--- src/rtl/evt_sync_multi.sv ---
// Multi-channel asynchronous event synchronizer: per-channel CDC chain, stability
// filter, edge/level event detection and sticky pending/overflow flags.
module evt_sync_multi #(
  parameter int CH     = 4,
  parameter int STAGES = 2,
  parameter int FILT   = 3
) (
  input  logic              clk,
  input  logic              rst,
  input  logic [CH-1:0]     a_in,
  input  logic              en,
  input  logic [2*CH-1:0]   edge_sel,
  input  logic [CH-1:0]     ack,
  output logic [CH-1:0]     evt_pulse,
  output logic [CH-1:0]     evt_pend,
  output logic [CH-1:0]     evt_ovf
);

  localparam int              CW        = $clog2(FILT + 1);
  localparam logic [CW-1:0]   CNT_LAST  = CW'(FILT - 1);
  localparam logic [CW-1:0]   CNT_ONE   = CW'(1);
  localparam logic [1:0]      MODE_RISE = 2'b00;
  localparam logic [1:0]      MODE_FALL = 2'b01;
  localparam logic [1:0]      MODE_BOTH = 2'b10;
  localparam logic [1:0]      MODE_LVL  = 2'b11;

  logic [STAGES-1:0][CH-1:0]  sync_q, sync_d;
  logic [CH-1:0]              sync_s;
  logic [CH-1:0]              filt_q, filt_d;
  logic [CH-1:0]              filt_dly_q, filt_dly_d;
  logic [CH-1:0][CW-1:0]      cnt_q, cnt_d;
  logic [CH-1:0]              evt_pulse_q, evt_pulse_d;
  logic [CH-1:0]              evt_pend_q, evt_pend_d;
  logic [CH-1:0]              evt_ovf_q, evt_ovf_d;
  logic [CH-1:0]              evt_s;

  // Only the last synchronizer stage is allowed to feed logic.
  assign sync_s = sync_q[STAGES-1];

  // Next-state logic: shift chain, stability filter, event detect, sticky flags.
  always_comb begin
    sync_d      = {sync_q[STAGES-2:0], a_in};
    filt_d      = filt_q;
    filt_dly_d  = filt_q;
    cnt_d       = cnt_q;
    evt_s       = {CH{1'b0}};
    evt_pulse_d = {CH{1'b0}};
    evt_pend_d  = evt_pend_q;
    evt_ovf_d   = evt_ovf_q;

    for (int i = 0; i < CH; i++) begin
      if (sync_s[i] == filt_q[i]) begin
        cnt_d[i]  = {CW{1'b0}};
        filt_d[i] = filt_q[i];
      end else if (cnt_q[i] == CNT_LAST) begin
        cnt_d[i]  = {CW{1'b0}};
        filt_d[i] = sync_s[i];
      end else begin
        cnt_d[i]  = cnt_q[i] + CNT_ONE;
        filt_d[i] = filt_q[i];
      end

      case (edge_sel[2*i +: 2])
        MODE_RISE: evt_s[i] = filt_q[i] & ~filt_dly_q[i];
        MODE_FALL: evt_s[i] = ~filt_q[i] & filt_dly_q[i];
        MODE_BOTH: evt_s[i] = filt_q[i] ^ filt_dly_q[i];
        MODE_LVL:  evt_s[i] = filt_q[i];
        default:   evt_s[i] = 1'b0;
      endcase

      evt_pulse_d[i] = en & evt_s[i];

      // A new event always re-pends; a same-cycle ack only retires the older one.
      if (!en) begin
        evt_pend_d[i] = evt_pend_q[i];
        evt_ovf_d[i]  = evt_ovf_q[i];
      end else if (evt_pulse_d[i]) begin
        evt_pend_d[i] = 1'b1;
        if (ack[i]) begin
          evt_ovf_d[i] = 1'b0;
        end else if (evt_pend_q[i]) begin
          evt_ovf_d[i] = 1'b1;
        end else begin
          evt_ovf_d[i] = evt_ovf_q[i];
        end
      end else if (ack[i]) begin
        evt_pend_d[i] = 1'b0;
        evt_ovf_d[i]  = 1'b0;
      end else begin
        evt_pend_d[i] = evt_pend_q[i];
        evt_ovf_d[i]  = evt_ovf_q[i];
      end
    end
  end

  // State registers with synchronous reset.
  always_ff @(posedge clk) begin
    if (rst) begin
      sync_q      <= '0;
      filt_q      <= {CH{1'b0}};
      filt_dly_q  <= {CH{1'b0}};
      cnt_q       <= '0;
      evt_pulse_q <= {CH{1'b0}};
      evt_pend_q  <= {CH{1'b0}};
      evt_ovf_q   <= {CH{1'b0}};
    end else begin
      sync_q      <= sync_d;
      filt_q      <= filt_d;
      filt_dly_q  <= filt_dly_d;
      cnt_q       <= cnt_d;
      evt_pulse_q <= evt_pulse_d;
      evt_pend_q  <= evt_pend_d;
      evt_ovf_q   <= evt_ovf_d;
    end
  end

  assign evt_pulse = evt_pulse_q;
  assign evt_pend  = evt_pend_q;
  assign evt_ovf   = evt_ovf_q;

endmodule

--- config.mk ---
export PLATFORM = sky130hd
export DESIGN_NAME = evt_sync_multi
export DESIGN_NICKNAME = d
export VERILOG_FILES = /design/src/rtl/evt_sync_multi.sv
export SDC_FILE = /design/constraint.sdc
export NUM_CORES = 1
export LEC_CHECK = 0
export BUFFER_PORTS_ARGS = -buffer_cell sky130_fd_sc_hd__clkbuf_2
export CAP_MARGIN = 40
export CORE_MARGIN = 1.5
export CORE_UTILIZATION = 32
export DETAILED_ROUTE_END_ITERATION = 16
export GPL_ROUTABILITY_DRIVEN = 1
export HOLD_SLACK_MARGIN = 0.05
export SKIP_CTS_REPAIR_TIMING = 1
export SLEW_MARGIN = 20
export SYNTH_ARGS = -nofsm -noshare
export SYNTH_HDL_FRONTEND = slang
export SYNTH_SLANG_ARGS = --single-unit
--- constraint.sdc ---
create_clock -name clk -period 1.4 [get_ports clk]
set_input_delay 0.28 -clock clk [delete_from_list [all_inputs] [get_ports clk]]
set_output_delay 0.28 -clock clk [all_outputs]
set_load 0.01 [all_outputs]
==> metrics, run 1 <==
outcome=completed; Syn Std Cell Area=0.001529 sq mm; Yosys top cell area share=47.14%; Sink Count=36; CTS Root Cell=clkbuf_8; NumNets Final=233; register area share after synthesis=approximately 47%; antenna violations before repair=0; Die ar.=approximately 0.0052 sq mm; post-route clock period utilization=95.31%; Congestion Overflow GR=0; cell row count=24; Slew @ Worst Pin=326.1 ps; crit-path max FO=2; share of post-route cells with drive strength above 1=37.44%; largest net degree at the start of global routing=15; iteration count of the initial detailed-routing pass=5; Synth Instances=161; drt drc=0; Leakage=roughly 0.8 nW; worst skew pair latency=about 280 ps; Slew headroom=78.26%; CTS max path bufs=2; Final Hold Vio Count=0; final non-filler cell total=255; Vias=1175; Num CTS Buffers=5; Setup TNS Final=0 ps; number of synthesized flops with an enable pin=0; # setup viols final=0; dpl cells=between 200 and 250; ANT cells=0; first-pass GRT wire length=4416 microns; pre-CTS WS=-27.23 ps; kind of critical path=reg -> reg; count leader, synth=dfxtp_1; synth top area cells=dfxtp_1 (47%), ha_1 (9.8%), nor2_1 (6.6%); top cells by count, synth=dfxtp_1 (36), nor2_1 (27), inv_1 (14), ha_1 (12), nand2_1 (12); Initial Util=approximately 34%; DRT Wirelength=2800 microns; worst path required time=approximately 1600 ps; Max-cap violations=0; Mapped Avg Cell Area=9.497 sq um; Initial DRC Count=33; total track usage=11.04%; fin util=44.97%; syn nets=192; Ports=31; ys flop type=dfxtp_1; WHS=about 200 ps; peak supply drop=0.5312 mV; CTS HTree Levels=2; core area=0.004474 sq mm; setup ws final=65.66 ps; Synth async-reset ratio=0%; Worst Setup Start Kind=register; Die X=72.13 microns; Worst Path Arrival=1510 ps; Die Y=72.13 microns; post-synth cell types=24; PortBufs=30; CTS tree=done; Post-DP Area=0.001785 sq mm; Yosys reg bits=36; Max Slew Vio Count=0; drt via density=4.608; P&R area growth vs syn=31.59%; CTS clk-pin slew, worst paths=approximately 70 ps; CP endpoint kind=register; design area=0.002012 sq mm; total power draw=1.951 mW; fmax=749.4 MHz; Warnings, synthesis=0; Period minus WS final=between 1000 and 1500 ps; Routed Antenna Nets=0; post-synth top area cell=dfxtp_1; routed length per instance=10.98 microns; HP Class=in -> reg; Fin Clk Skew=~3.8 ps; hpwl dp=roughly 2000 microns; vias in the first global route=1052; GP Congestion=0.7417; Pwr Density=969.5 mW/mm^2
worst paths after layout:
check / cells after the start / slack (ps) / startpoint / endpoint
max: 6 / 70 / filt_dly_d[3] / evt_pend[3]
min: 2 / 200 / ack[2] / evt_ovf[2]
max reg2reg: 6 / 70 / filt_dly_d[3] / evt_pend[3]
min reg2reg: 1 / 410 / cnt_q[0] / cnt_q[0]
flip-flops by register name, summed over array words and instances, names as in the netlist:
signal,count
sync_d,4
sync_s,4
filt_dly_d,4
cnt_q,8
evt_ovf,4
evt_pend,4
filt_dly_q,4
evt_pulse,4
area by class of cell:
class / count / area [sq um]
clock buffers: 8 / 90.09
fillers: 458 / 2462
inverters: 14 / 52.55
multi-input cells: 107 / 862.1
flip-flops and latches: 36 / 732.0
well taps: 52 / 65.06
repair buffers: 38 / 210.2
routing by layer:
layer  wire, microns  GRT usage [%]  up-vias
met2            1246          17.39       33
met4               6          3.145        0
met5               0              0        -
met3             188          5.556        2
li1                -              -      605
met1            1360          13.31      535
logic make-up (layout without fill, tap and decap cells):
group	Yosys count	after routing	share of synthesized area [%]
buffers and inverters	18	60	4.746
AND/OR/NAND/NOR	63	63	19.39
adder cells (fa/ha/maj)	12	12	9.820
flip-flops	36	36	47.14
multiplexers	9	9	6.219
AO/OA/AOI/OAI	19	19	10.39
XOR/XNOR	4	4	2.291
layout by cell type (no fill, tap or decap), types with 2 or more instances in the layout:
cell,instances
clkbuf_2,30
dfxtp_1,29
nor2_1,27
inv_1,12
nand2_1,12
nor2b_1,10
ha_1,9
buf_4,8
clkbuf_8,6
dfxtp_2,6
nand2b_1,4
a21oi_2,4
a21oi_1,4
xnor2_1,4
or3_1,4
mux2i_1,4
mux2i_2,3
o32ai_4,3
a211oi_2,3
o21ai_0,3
inv_2,2
and2_4,2
ha_4,2
clkbuf_1,2
critical path, stage by stage (launching register included):
cell	delay, ps
dfxtp_2	330
inv_1	50
ha_2	160
mux2_4	270
and3_4	190
a31oi_4	160
a21oi_2	70
where the power goes:
| group | switching (mW) | total (mW) | internal [mW] |
|---|---|---|---|
| sequential | 0.00943 | 1.05 | 1.04 |
| combinational | 0.0853 | 0.157 | 0.0717 |
| clock | 0.340 | 0.741 | 0.401 |
| total | 0.435 | 1.95 | 1.52 |
Note: power is estimated with default switching activity, not from simulation.
==> run 2: changes to the inputs <==
CTS_BUF_LIST = sky130_fd_sc_hd__clkbuf_2 sky130_fd_sc_hd__clkbuf_4 sky130_fd_sc_hd__clkbuf_8   (was unset)
==> metrics, run 2 (synthesis gave the netlist of run 1 again) <==
Vias=roughly 1.2k; slowest stage delay, CP=330 ps; HP Class=in -> reg; CTS tree=done; fmax=between 700 and 800 MHz; Leakage=0.8059 nW; commonest non-fill, non-tap cell in the layout=clkbuf_2; Fin Clk Skew=3.625 ps; Worst Path Arrival=1510 ps; Ports=31; internal power=roughly 1.6 mW; Period minus WS final=~1300 ps; setup ws final=65.47 ps; antenna violations before repair=0; Die Y=72.13 microns; Initial DRC Count=19; share of post-route cells with drive strength above 1=approximately two fifths; dpl cells=around 250; largest net degree at the start of global routing=15; Setup TNS Final=0 ps; vias in the first global route=1041; sequential group share of total power=52.9%; CP cell instances=inv_1 -> ha_2 -> mux2_4 -> and3_4 -> a31oi_4 -> a21oi_2; CTS HTree Levels=2; Slew @ Worst Pin=326.1 ps; Routed Antenna Nets=0; total power draw=between 1.5 and 2 mW; Final Hold Vio Count=0; CTS max path bufs=2; max reg flops=8; ANT cells=0; Clk pwr share=39.2%; Pwr Density=985.4 mW/mm^2; Congestion Overflow GR=0; Die ar.=0.005202 sq mm; worst skew pair latency=280 ps; Slew headroom=between 70% and 80%; final non-filler cell total=255; drt drc=0; iteration count of the initial detailed-routing pass=4; worst path required time=approximately 1600 ps; most frequent cells in the layout=clkbuf_2 (30), dfxtp_1 (29), nor2_1 (27); Post-DP Area=0.001785 sq mm; Num CTS Buffers=5; switching share of total power=21.89%; Worst Setup Start Kind=register; pre-CTS WS=-27.23 ps; peak supply drop=0.5292 mV; Top reg by flops=cnt_q; Max Slew Vio Count=0; Max-cap violations=0; NumNets Final=233; hpwl dp=2008 microns; WHS=197.8 ps; outcome=completed; DRT Wirelength=between 2000 and 3000 microns; routed length per instance=~11 microns; total track usage=10.89%; CP endpoint kind=register; Initial Util=34.17%; CTS clk-pin slew, worst paths=60 ps; post-route clock period utilization=95.32%; drt via density=4.584; Fillers=455; GP Congestion=0.7417; Logic pwr share=7.9%; # setup viols final=0; Die X=72.13 microns; crit-path max FO=2; fin util=45.13%; Sw Pwr=0.4356 mW; CTS Root Cell=clkbuf_8; first-pass GRT wire length=4360 microns; slowest CP cell=dfxtp_2; core area=about 0.0045 sq mm; cell row count=24; PortBufs=30; Sink Count=36; P&R area growth vs syn=32.08%; kind of critical path=reg -> reg; design area=0.002019 sq mm
[run 2: worst max-delay path, delay by kind of cell (launching register included)]
kind	cells	cell delay, ps
adders and majority gates	1	160
muxes	1	270
buffers and inverters	1	50
AOI/OAI and AO/OA	2	230
DFF	1	330
and+or+nand+nor	1	190
[run 2: per-layer routing]
metal / up-vias / share of wire, % / track usage, %
met5: - / 0 / 0
met4: 0 / 0.51 / 5.660
met3: 4 / 6.8 / 3.889
met2: 33 / 44 / 16.98
met1: 527 / 49 / 13.22
li1: 605 / - / -
[run 2: layout make-up]
type | instances | area, sq um | share of cell area, %
clock buffers | 8 | 97.59 | 4.833
inverters | 14 | 52.55 | 2.602
multi-input cells | 107 | 862.1 | 42.69
flip-flops and latches | 36 | 732.0 | 36.25
well taps | 52 | 65.06 | 3.222
repair buffers | 38 | 210.2 | 10.41
[run 2: worst paths after layout]
| path | from | end | slack (ps) | cells past startpoint |
|---|---|---|---|---|
| min | ack[2] | evt_ovf[2] | 200 | 2 |
| min reg2reg | cnt_q[0] | cnt_q[0] | 410 | 1 |
| max reg2reg | filt_dly_d[3] | evt_pend[3] | 70 | 6 |
| max | filt_dly_d[3] | evt_pend[3] | 70 | 6 |
[run 2: power groups by stage]
stage               clock network, mW  registers [mW]  logic [mW]
floorplan                           0            1.08      0.0741
global placement                    0            1.08       0.137
detailed placement                  0            1.08       0.138
CTS                             0.806            1.05       0.138
global route                    0.850            1.05       0.174
finish                          0.781            1.05       0.157
==> run 3: changes to the inputs <==
MAX_ROUTING_LAYER = met4   (was unset)
==> metrics, run 3 (synthesis gave the netlist of run 1 again) <==
Setup TNS Final=0 ps; Die ar.=around 0.0052 sq mm; max reg flops=8; DRT Wirelength=about 2800 microns; setup ws final=64.86 ps; Slew headroom=between 70% and 80%; Ports=31; Period minus WS final=1335 ps; Num CTS Buffers=5; R2R Path Start=filt_dly_d[3]; dpl cells=247; pre-CTS WS=-27.23 ps; CTS HTree Levels=2; first-pass GRT wire length=4367 microns; commonest non-fill, non-tap cell in the layout=clkbuf_2; CTS max path bufs=2; GP Congestion=0.7509; share of post-route cells with drive strength above 1=between 30% and 40%; HP Class=in -> reg; # setup viols final=0; antenna violations before repair=0; Final Hold Vio Count=0; Die X=approximately 72 microns; worst skew pair latency=about 280 ps; Pwr Density=just under 1000 mW/mm^2; CTS tree=done; crit-path max FO=2; P&R area growth vs syn=32.08%; Top reg by flops=cnt_q; Crit Reg-Reg Endpoint=evt_pend[3]; post-route clock period utilization=between 90% and 100%; routed length per instance=between 10 and 15 microns; Routed Antenna Nets=0; drt drc=0; CTS clk-pin slew, worst paths=60 ps; drt via density=4.580; peak supply drop=0.5295 mV; cell row count=24; WHS=197.8 ps; slowest stage delay, CP=330 ps; iteration count of the initial detailed-routing pass=4; Initial DRC Count=18; Max-cap violations=0; Fin Clk Skew=3.479 ps; Worst Path Arrival=1510 ps; core area=about 0.0045 sq mm; ANT cells=0; Congestion Overflow GR=0; Sink Count=36; CTS Root Cell=clkbuf_8; NumNets Final=233; fmax=749.0 MHz; hpwl dp=2008 microns; vias in the first global route=1044; CP endpoint kind=register; largest net degree at the start of global routing=15; Vias=1168; most frequent cells in the layout=clkbuf_2 (30), dfxtp_1 (29), nor2_1 (27); R2R Setup Slk=between 60 and 70 ps; Multi-input gate area=862.1 sq um; Hold Path Stages=2; slowest CP cell=dfxtp_2; kind of critical path=reg -> reg; Worst Setup Start Kind=register; outcome=completed; r2r worst-path depth=6; Die Y=72.13 microns; FF+latch area=between 700 and 800 sq um; final non-filler cell total=255; hold path start=ack[2]; Hold Path End=evt_ovf[2]; PortBufs=30; Max Slew Vio Count=0; Fillers=455; Slew @ Worst Pin=330.0 ps; CP cell instances=inv_1 -> ha_2 -> mux2_4 -> and3_4 -> a31oi_4 -> a21oi_2; Leakage=0.8059 nW; worst path required time=approximately 1600 ps; total track usage=between 10% and 20%; Initial Util=34.17%
## run 3: worst max path at each step
stage                  start     endpoint  slack, ps  cells past startpoint
2_1_floorplan  filt_dly_d[3]  evt_pend[3]         50                      6
3_3_place_gp   filt_dly_q[1]   evt_ovf[1]        -20                      6
3_5_place_dp   filt_dly_q[1]   evt_ovf[1]        -30                      6
4_1_cts        filt_dly_q[1]   evt_ovf[1]        -60                      6
5_1_grt        filt_dly_q[2]   evt_ovf[2]         -6                      6
6_report       filt_dly_d[3]  evt_pend[3]         60                      6
## run 3: where the power goes
group / leakage (nW) / internal, mW / switching (mW)
sequential: 0.297 / 1.04 / 0.00926
combinational: 0.457 / 0.0717 / 0.0854
clock: 0.0523 / 0.440 / 0.342
total: 0.806 / 1.55 / 0.436
## run 3: routing by layer
metal	track usage [%]	part of all wire, %	routed length (microns)
met5	-	0	0
met1	13.57	49	1356
met2	16.98	44	1218
met4	5.660	1.1	30
met3	3.472	5.7	157
## run 3: critical path, delay by kind of cell, from the launching register on
kind | cells | cell delay (ps)
multiplexers | 1 | 270
adder cells (fa/ha/maj) | 1 | 160
AND/OR/NAND/NOR | 1 | 190
AO/OA/AOI/OAI | 2 | 230
flip-flops | 1 | 330
buffers and inverters | 1 | 50
## run 3: cell type report
cell class                      instances  area share (%)
Tap cell                               52           3.222
Inverter                               14           2.602
Sequential cell                        36           36.25
Timing Repair Buffer                   38           10.41
Clock buffer                            8           4.833
Multi-Input combinational cell        107           42.69
## run 3: stage by stage
step	total power, mW	util, %	cell area (sq um)
floorplan	1.153	-	1530
global placement	1.214	39.90	1785
detailed placement	1.214	39.90	1785
CTS	1.998	42.09	1883
global route	2.077	45.13	2019
finish	1.991	45.13	2019
